### src/rtl/ex.sv
// Execute stage: combinational logic/shift/arith result path plus an iterative
// restoring DIV/DIVU unit (compiled in only when EXE_DIV_EN is defined).
module ex #(
  parameter int STEPS = 1
) (
  input  logic        clk,
  input  logic        rst,
  input  logic [7:0]  aluop_i,
  input  logic [2:0]  alusel_i,
  input  logic [31:0] reg1_i,
  input  logic [31:0] reg2_i,
  input  logic [4:0]  wd_i,
  input  logic        wreg_i,
  input  logic        div_cancel_i,
  output logic [4:0]  wd_o,
  output logic        wreg_o,
  output logic [31:0] wdata_o,
  output logic [31:0] hi_o,
  output logic [31:0] lo_o,
  output logic        whilo_o,
  output logic        stallreq_o
);

  localparam logic [7:0] OP_AND  = 8'b0010_0100;
  localparam logic [7:0] OP_OR   = 8'b0010_0101;
  localparam logic [7:0] OP_XOR  = 8'b0010_0110;
  localparam logic [7:0] OP_NOR  = 8'b0010_0111;
  localparam logic [7:0] OP_SLL  = 8'b0111_1100;
  localparam logic [7:0] OP_SRL  = 8'b0000_0010;
  localparam logic [7:0] OP_SRA  = 8'b0000_0011;
  localparam logic [7:0] OP_ADD  = 8'b0010_0000;
  localparam logic [7:0] OP_ADDU = 8'b0010_0001;
  localparam logic [7:0] OP_SUB  = 8'b0010_0010;
  localparam logic [7:0] OP_SUBU = 8'b0010_0011;
  localparam logic [7:0] OP_SLT  = 8'b0010_1010;
  localparam logic [7:0] OP_SLTU = 8'b0010_1011;
  localparam logic [7:0] OP_DIV  = 8'b0001_1010;
  localparam logic [7:0] OP_DIVU = 8'b0001_1011;

  localparam logic [2:0] SEL_LOGIC = 3'b001;
  localparam logic [2:0] SEL_SHIFT = 3'b010;
  localparam logic [2:0] SEL_ARITH = 3'b100;

  logic        is_div;
  logic        sub_op;
  logic        ov;
  logic [31:0] sum;
  logic [31:0] result;

  assign is_div = (aluop_i == OP_DIV) || (aluop_i == OP_DIVU);

  always_comb begin
    sub_op = (aluop_i == OP_SUB) || (aluop_i == OP_SUBU);
    sum    = sub_op ? (reg1_i - reg2_i) : (reg1_i + reg2_i);
    ov     = 1'b0;
    result = 32'd0;
    // Signed overflow only matters for the trapping forms; the U forms wrap silently.
    if (aluop_i == OP_ADD)
      ov = (reg1_i[31] == reg2_i[31]) && (sum[31] != reg1_i[31]);
    else if (aluop_i == OP_SUB)
      ov = (reg1_i[31] != reg2_i[31]) && (sum[31] != reg1_i[31]);
    case (alusel_i)
      SEL_LOGIC: begin
        case (aluop_i)
          OP_AND:  result = reg1_i & reg2_i;
          OP_OR:   result = reg1_i | reg2_i;
          OP_XOR:  result = reg1_i ^ reg2_i;
          OP_NOR:  result = ~(reg1_i | reg2_i);
          default: result = 32'd0;
        endcase
      end
      SEL_SHIFT: begin
        case (aluop_i)
          OP_SLL:  result = reg1_i << reg2_i[4:0];
          OP_SRL:  result = reg1_i >> reg2_i[4:0];
          OP_SRA:  result = $signed(reg1_i) >>> reg2_i[4:0];
          default: result = 32'd0;
        endcase
      end
      SEL_ARITH: begin
        case (aluop_i)
          OP_ADD, OP_ADDU, OP_SUB, OP_SUBU: result = sum;
          OP_SLT:  result = {31'd0, $signed(reg1_i) < $signed(reg2_i)};
          OP_SLTU: result = {31'd0, reg1_i < reg2_i};
          default: result = 32'd0;
        endcase
      end
      default: result = 32'd0;
    endcase
  end

  assign wd_o    = rst ? 5'd0 : wd_i;
  assign wreg_o  = (rst || is_div || ov) ? 1'b0 : wreg_i;
  assign wdata_o = (rst || is_div) ? 32'd0 : result;

`ifdef EXE_DIV_EN
  typedef enum logic [1:0] {IDLE, BUSY, DONE} div_state_t;

  localparam logic [5:0] LAST = 6'(32 / STEPS - 1);

  div_state_t  state;
  logic [5:0]  cnt;
  logic [31:0] divisor;
  logic [31:0] rem;
  logic [31:0] quo;
  logic        neg_q;
  logic        neg_r;
  logic [31:0] hi_q;
  logic [31:0] lo_q;
  logic        sgn;
  logic [31:0] mag_a;
  logic [31:0] mag_b;
  logic [32:0] trial;
  logic [31:0] rem_n;
  logic [31:0] quo_n;
  logic [31:0] hi_fin;
  logic [31:0] lo_fin;

  assign sgn   = (aluop_i == OP_DIV);
  assign mag_a = (sgn && reg1_i[31]) ? -reg1_i : reg1_i;
  assign mag_b = (sgn && reg2_i[31]) ? -reg2_i : reg2_i;

  // quo starts as the dividend and is shifted out MSB-first into rem while
  // quotient bits are shifted in at the bottom.
  always_comb begin
    rem_n = rem;
    quo_n = quo;
    trial = 33'd0;
    for (int i = 0; i < STEPS; i++) begin
      trial = {rem_n, quo_n[31]};
      quo_n = {quo_n[30:0], 1'b0};
      if (trial >= {1'b0, divisor}) begin
        trial    = trial - {1'b0, divisor};
        quo_n[0] = 1'b1;
      end
      rem_n = trial[31:0];
    end
    lo_fin = neg_q ? -quo_n : quo_n;
    hi_fin = neg_r ? -rem_n : rem_n;
  end

  always_ff @(posedge clk) begin
    if (rst) begin
      state   <= IDLE;
      cnt     <= 6'd0;
      divisor <= 32'd0;
      rem     <= 32'd0;
      quo     <= 32'd0;
      neg_q   <= 1'b0;
      neg_r   <= 1'b0;
      hi_q    <= 32'd0;
      lo_q    <= 32'd0;
    end else if (div_cancel_i) begin
      state <= IDLE;
      cnt   <= 6'd0;
    end else begin
      case (state)
        IDLE: begin
          if (is_div) begin
            divisor <= mag_b;
            quo     <= mag_a;
            rem     <= 32'd0;
            cnt     <= 6'd0;
            neg_q   <= sgn && (reg1_i[31] ^ reg2_i[31]);
            neg_r   <= sgn && reg1_i[31];
            if (reg2_i == 32'd0) begin
              hi_q  <= reg1_i;
              lo_q  <= 32'hFFFF_FFFF;
              state <= DONE;
            end else begin
              state <= BUSY;
            end
          end
        end
        BUSY: begin
          rem <= rem_n;
          quo <= quo_n;
          cnt <= cnt + 6'd1;
          if (cnt == LAST) begin
            hi_q  <= hi_fin;
            lo_q  <= lo_fin;
            state <= DONE;
          end
        end
        DONE:    state <= IDLE;
        default: state <= IDLE;
      endcase
    end
  end

  assign stallreq_o = !rst && !div_cancel_i &&
                      (((state == IDLE) && is_div) || (state == BUSY));
  assign whilo_o    = !rst && !div_cancel_i && (state == DONE);
  assign hi_o       = rst ? 32'd0 : hi_q;
  assign lo_o       = rst ? 32'd0 : lo_q;
`else
  logic unused_div_inputs;
  assign unused_div_inputs = &{1'b0, clk, div_cancel_i};

  assign stallreq_o = 1'b0;
  assign whilo_o    = 1'b0;
  assign hi_o       = 32'd0;
  assign lo_o       = 32'd0;
`endif

endmodule
### config.mk
export PLATFORM = sky130hd
export DESIGN_NAME = ex
export DESIGN_NICKNAME = d
export VERILOG_FILES = /design/src/rtl/ex.sv
export SDC_FILE = /design/constraint.sdc
export NUM_CORES = 1
export LEC_CHECK = 0
export CAP_MARGIN = 40
export CORE_ASPECT_RATIO = 0.75
export CORE_MARGIN = 2
export CORE_UTILIZATION = 56
export DETAILED_ROUTE_END_ITERATION = 7
export PLACE_DENSITY = 0.85
export REMOVE_ABC_BUFFERS = 1
export SETUP_SLACK_MARGIN = 0.02
export SYNTH_ARGS = -nofsm -noshare
export SYNTH_HDL_FRONTEND = slang
export SYNTH_SLANG_ARGS = --single-unit
### constraint.sdc
create_clock -name vclk -period 5.6
set_input_delay 0.56 -clock vclk [all_inputs]
set_output_delay 0.56 -clock vclk [all_outputs]
set_load 0.01 [all_outputs]
==> flow_summary.json <==
{
  "outcome": "complete, no violations",
  "worst_ep_required_time_ns": 5.04,
  "cp.arrival_ns": 4.77,
  "ys_seq_area_share_pct": 0,
  "cts_hold_buf": 0,
  "drive_gt1_share_pct": 9.46,
  "min_period_ns": 5.33,
  "yosysWarningCount": 0,
  "slew_viol_final": 0,
  "total_leakage_power_nw": 4.60,
  "cp.depth": 14,
  "slew-limit-headroom_pct": 45.3,
  "hp-start": "wreg_i",
  "p_per_area_nw_per_um2": 91.0,
  "critPathCapture": "wdata_o[28]",
  "seq_cells": 0,
  "clock_buffers": 0,
  "grt_max_degree": 61,
  "synth.distinct_cells": 88,
  "maxCapViolCount": 0,
  "antenna_found_initial": 0,
  "die-width_um": 158,
  "max_stage_delay_ns": 0.61,
  "fmax_mhz": 187,
  "synth_area_per_cell_sq_um": 6.94,
  "ant_nets": 0,
  "rsz0062_at_grt": "false",
  "fin_util_pct": 63.0,
  "crit_type": "in -> out",
  "critPathMaxFanout": 6,
  "drt_pass1_iterations": 6,
  "nets": 1675,
  "synth_top_area_share_pct": 12.2,
  "slowest_stage": "clkdlybuf4s50_1",
  "tightest_slew_ns": 0.800,
  "drtIter0Drc": 1609,
  "vias": 11500,
  "ir_worst_vdd_uv": 100,
  "placed_cell_area_sq_um": 11000,
  "crit_start": "reg1_i[0]",
  "drc": 0,
  "syn_inst": 1429,
  "core_area_sq_um": 17500,
  "dp_hpwl_um": 29800,
  "path_cells": "clkdlybuf4s50_1 > ha_1 > fa_1 > a21o_1 > a221oi_2 > o21ba_2 > o21ai_0 > o21ai_0 > a21oi_1 > nand2_1 > o211ai_2 > xnor2_1 > o22ai_1 > clkdlybuf4s50_1",
  "dp_cells": 1732,
  "gr-total-overflow": 0,
  "cp-start-kind": "input port",
  "port_buffers": 120,
  "finalWirelength_um": 38600,
  "syn_to_final_growth_pct": 11.2,
  "crit_family": "compound AO/OA/AOI/OAI gates",
  "yosys.area.top_type": "ha_1",
  "netlist_area_sq_um": 9910,
  "std_cell_rows": 42,
  "end_kind": "output pin",
  "die_h_um": 119,
  "cts_resized": 0,
  "io_pins": 188,
  "antenna_cells": 0,
  "start_util_pct": 56.6,
  "gp_congestion": 0.994,
  "hold_viol_final": 0,
  "grt_pass1_wl_um": 58900,
  "setup_viol": 0,
  "fillCellCount": 1665,
  "viasPerCell": 6.65,
  "postCtsSetupBuffers": 0,
  "grt_pass1_vias": 10100,
  "design_area_sq_um": 11000,
  "path_buf_inv": 2,
  "stdcell_count": 1732,
  "regArea_sq_um": 0,
  "finalCritPeriodShare_pct": 95.3,
  "die-area_sq_um": 18800,
  "worstHoldPathType": "in -> out",
  "grt_usage_pct": 39.9,
  "finalSetupTns_ns": 0,
  "wl_per_cell_um": 22.3,
  "total_power_mw": 1.00,
  "ys_top_cells_by_area": "ha_1 12%, mux4_2 10%, mux2i_1 7.3%"
}
layout make-up:
type                       instances  area (sq um)  area share, %
timing repair buffer             175          1620           14.7
multi-input combinational       1225          8770           79.5
inverter                          90           338           3.06
tap                              242           303           2.75
power breakdown:
part           internal, mW  switching (mW)
Combinational         0.403           0.600
Clock                     0               0
Sequential                0               0
Total                 0.403           0.600
placed cells by master (no fill, tap or decap), types with 4 or more instances in the layout:
cell type | netlist | routed
and2_1 | 5 | 5
conb_1 | 1 | 66
a2111oi_0 | 4 | 4
nand3_1 | 18 | 18
o211ai_1 | 13 | 13
o21bai_1 | 7 | 7
inv_1 | 87 | 87
nor2b_1 | 16 | 16
a31oi_1 | 11 | 11
a32oi_1 | 4 | 4
nor3_1 | 32 | 31
buf_4 | 75 | 57
mux2_2 | 7 | 7
o21ai_0 | 131 | 130
nor3b_1 | 4 | 4
mux2i_1 | 72 | 72
mux4_2 | 46 | 46
a22oi_1 | 17 | 17
clkdlybuf4s50_1 | 0 | 115
ha_1 | 97 | 97
o21ai_1 | 6 | 6
a211o_1 | 8 | 8
a21o_1 | 11 | 11
nand2_1 | 115 | 115
a21oi_1 | 114 | 114
nor4_1 | 7 | 7
xor2_1 | 4 | 4
o221ai_1 | 4 | 4
nand2b_1 | 13 | 13
nor2_1 | 155 | 155
o21a_1 | 8 | 8
o22ai_1 | 15 | 15
a211oi_1 | 26 | 26
a221oi_1 | 15 | 15
and3_1 | 11 | 11
nand4_1 | 8 | 8
o211a_1 | 4 | 4
or3_1 | 19 | 19
o31ai_1 | 14 | 14
xnor2_1 | 61 | 61
cells by family (layout without fill, tap and decap cells):
group	after synthesis	count (layout)	synth area share, %
xor+xnor	65	65	5.74
compound gates	455	455	29.8
mux	125	125	18.5
fa+ha+maj	99	99	12.6
other cells	1	66	0.0378
buf+inv	269	265	14.1
simple gates	415	415	19.1
synthesized netlist by cell type (11+ instances only):
cell,instances
o22ai_1,15
ha_1,97
o21ai_0,131
or3_1,19
and3_1,11
nand2b_1,13
inv_1,87
a211oi_1,26
o31ai_1,14
buf_4,75
a21oi_1,114
a31oi_1,11
clkbuf_1,58
buf_1,17
o211ai_1,13
nor2b_1,16
a221oi_1,15
nand3_1,18
mux2i_1,72
mux4_2,46
nor2_1,155
a22oi_1,17
nand2_1,115
nor3_1,32
buf_2,18
xnor2_1,61
a21o_1,11
stage by stage:
step	hold slack, ns	worst slack (ns)
final	2.07	0.266
after global routing	2.11	0.118
after CTS	2.08	0.402
after detailed placement	2.07	0.406
after global placement	2.08	0.461
after floorplan	1.17	1.44
per-layer routing:
| layer | up-vias | global-route usage, % | part of all wire (%) |
|---|---|---|---|
| li1 | 5172 | - | - |
| met1 | 5397 | 61.2 | 42 |
| met2 | 872 | 56.2 | 40 |
| met3 | 80 | 8.95 | 15 |
| met4 | 0 | 8.69 | 2.6 |
| met5 | - | 0 | 0 |
how the worst min path moves through the flow:
stage | to | cells past startpoint | slack [ns]
after floorplan | wd_o[0] | 1 | 1.17
after global placement | wreg_o | 4 | 2.08
after detailed placement | wreg_o | 4 | 2.07
after CTS | wreg_o | 4 | 2.08
after global routing | wd_o[0] | 3 | 2.11
final | wreg_o | 4 | 2.07
Note: power is estimated with default switching activity, not from simulation.
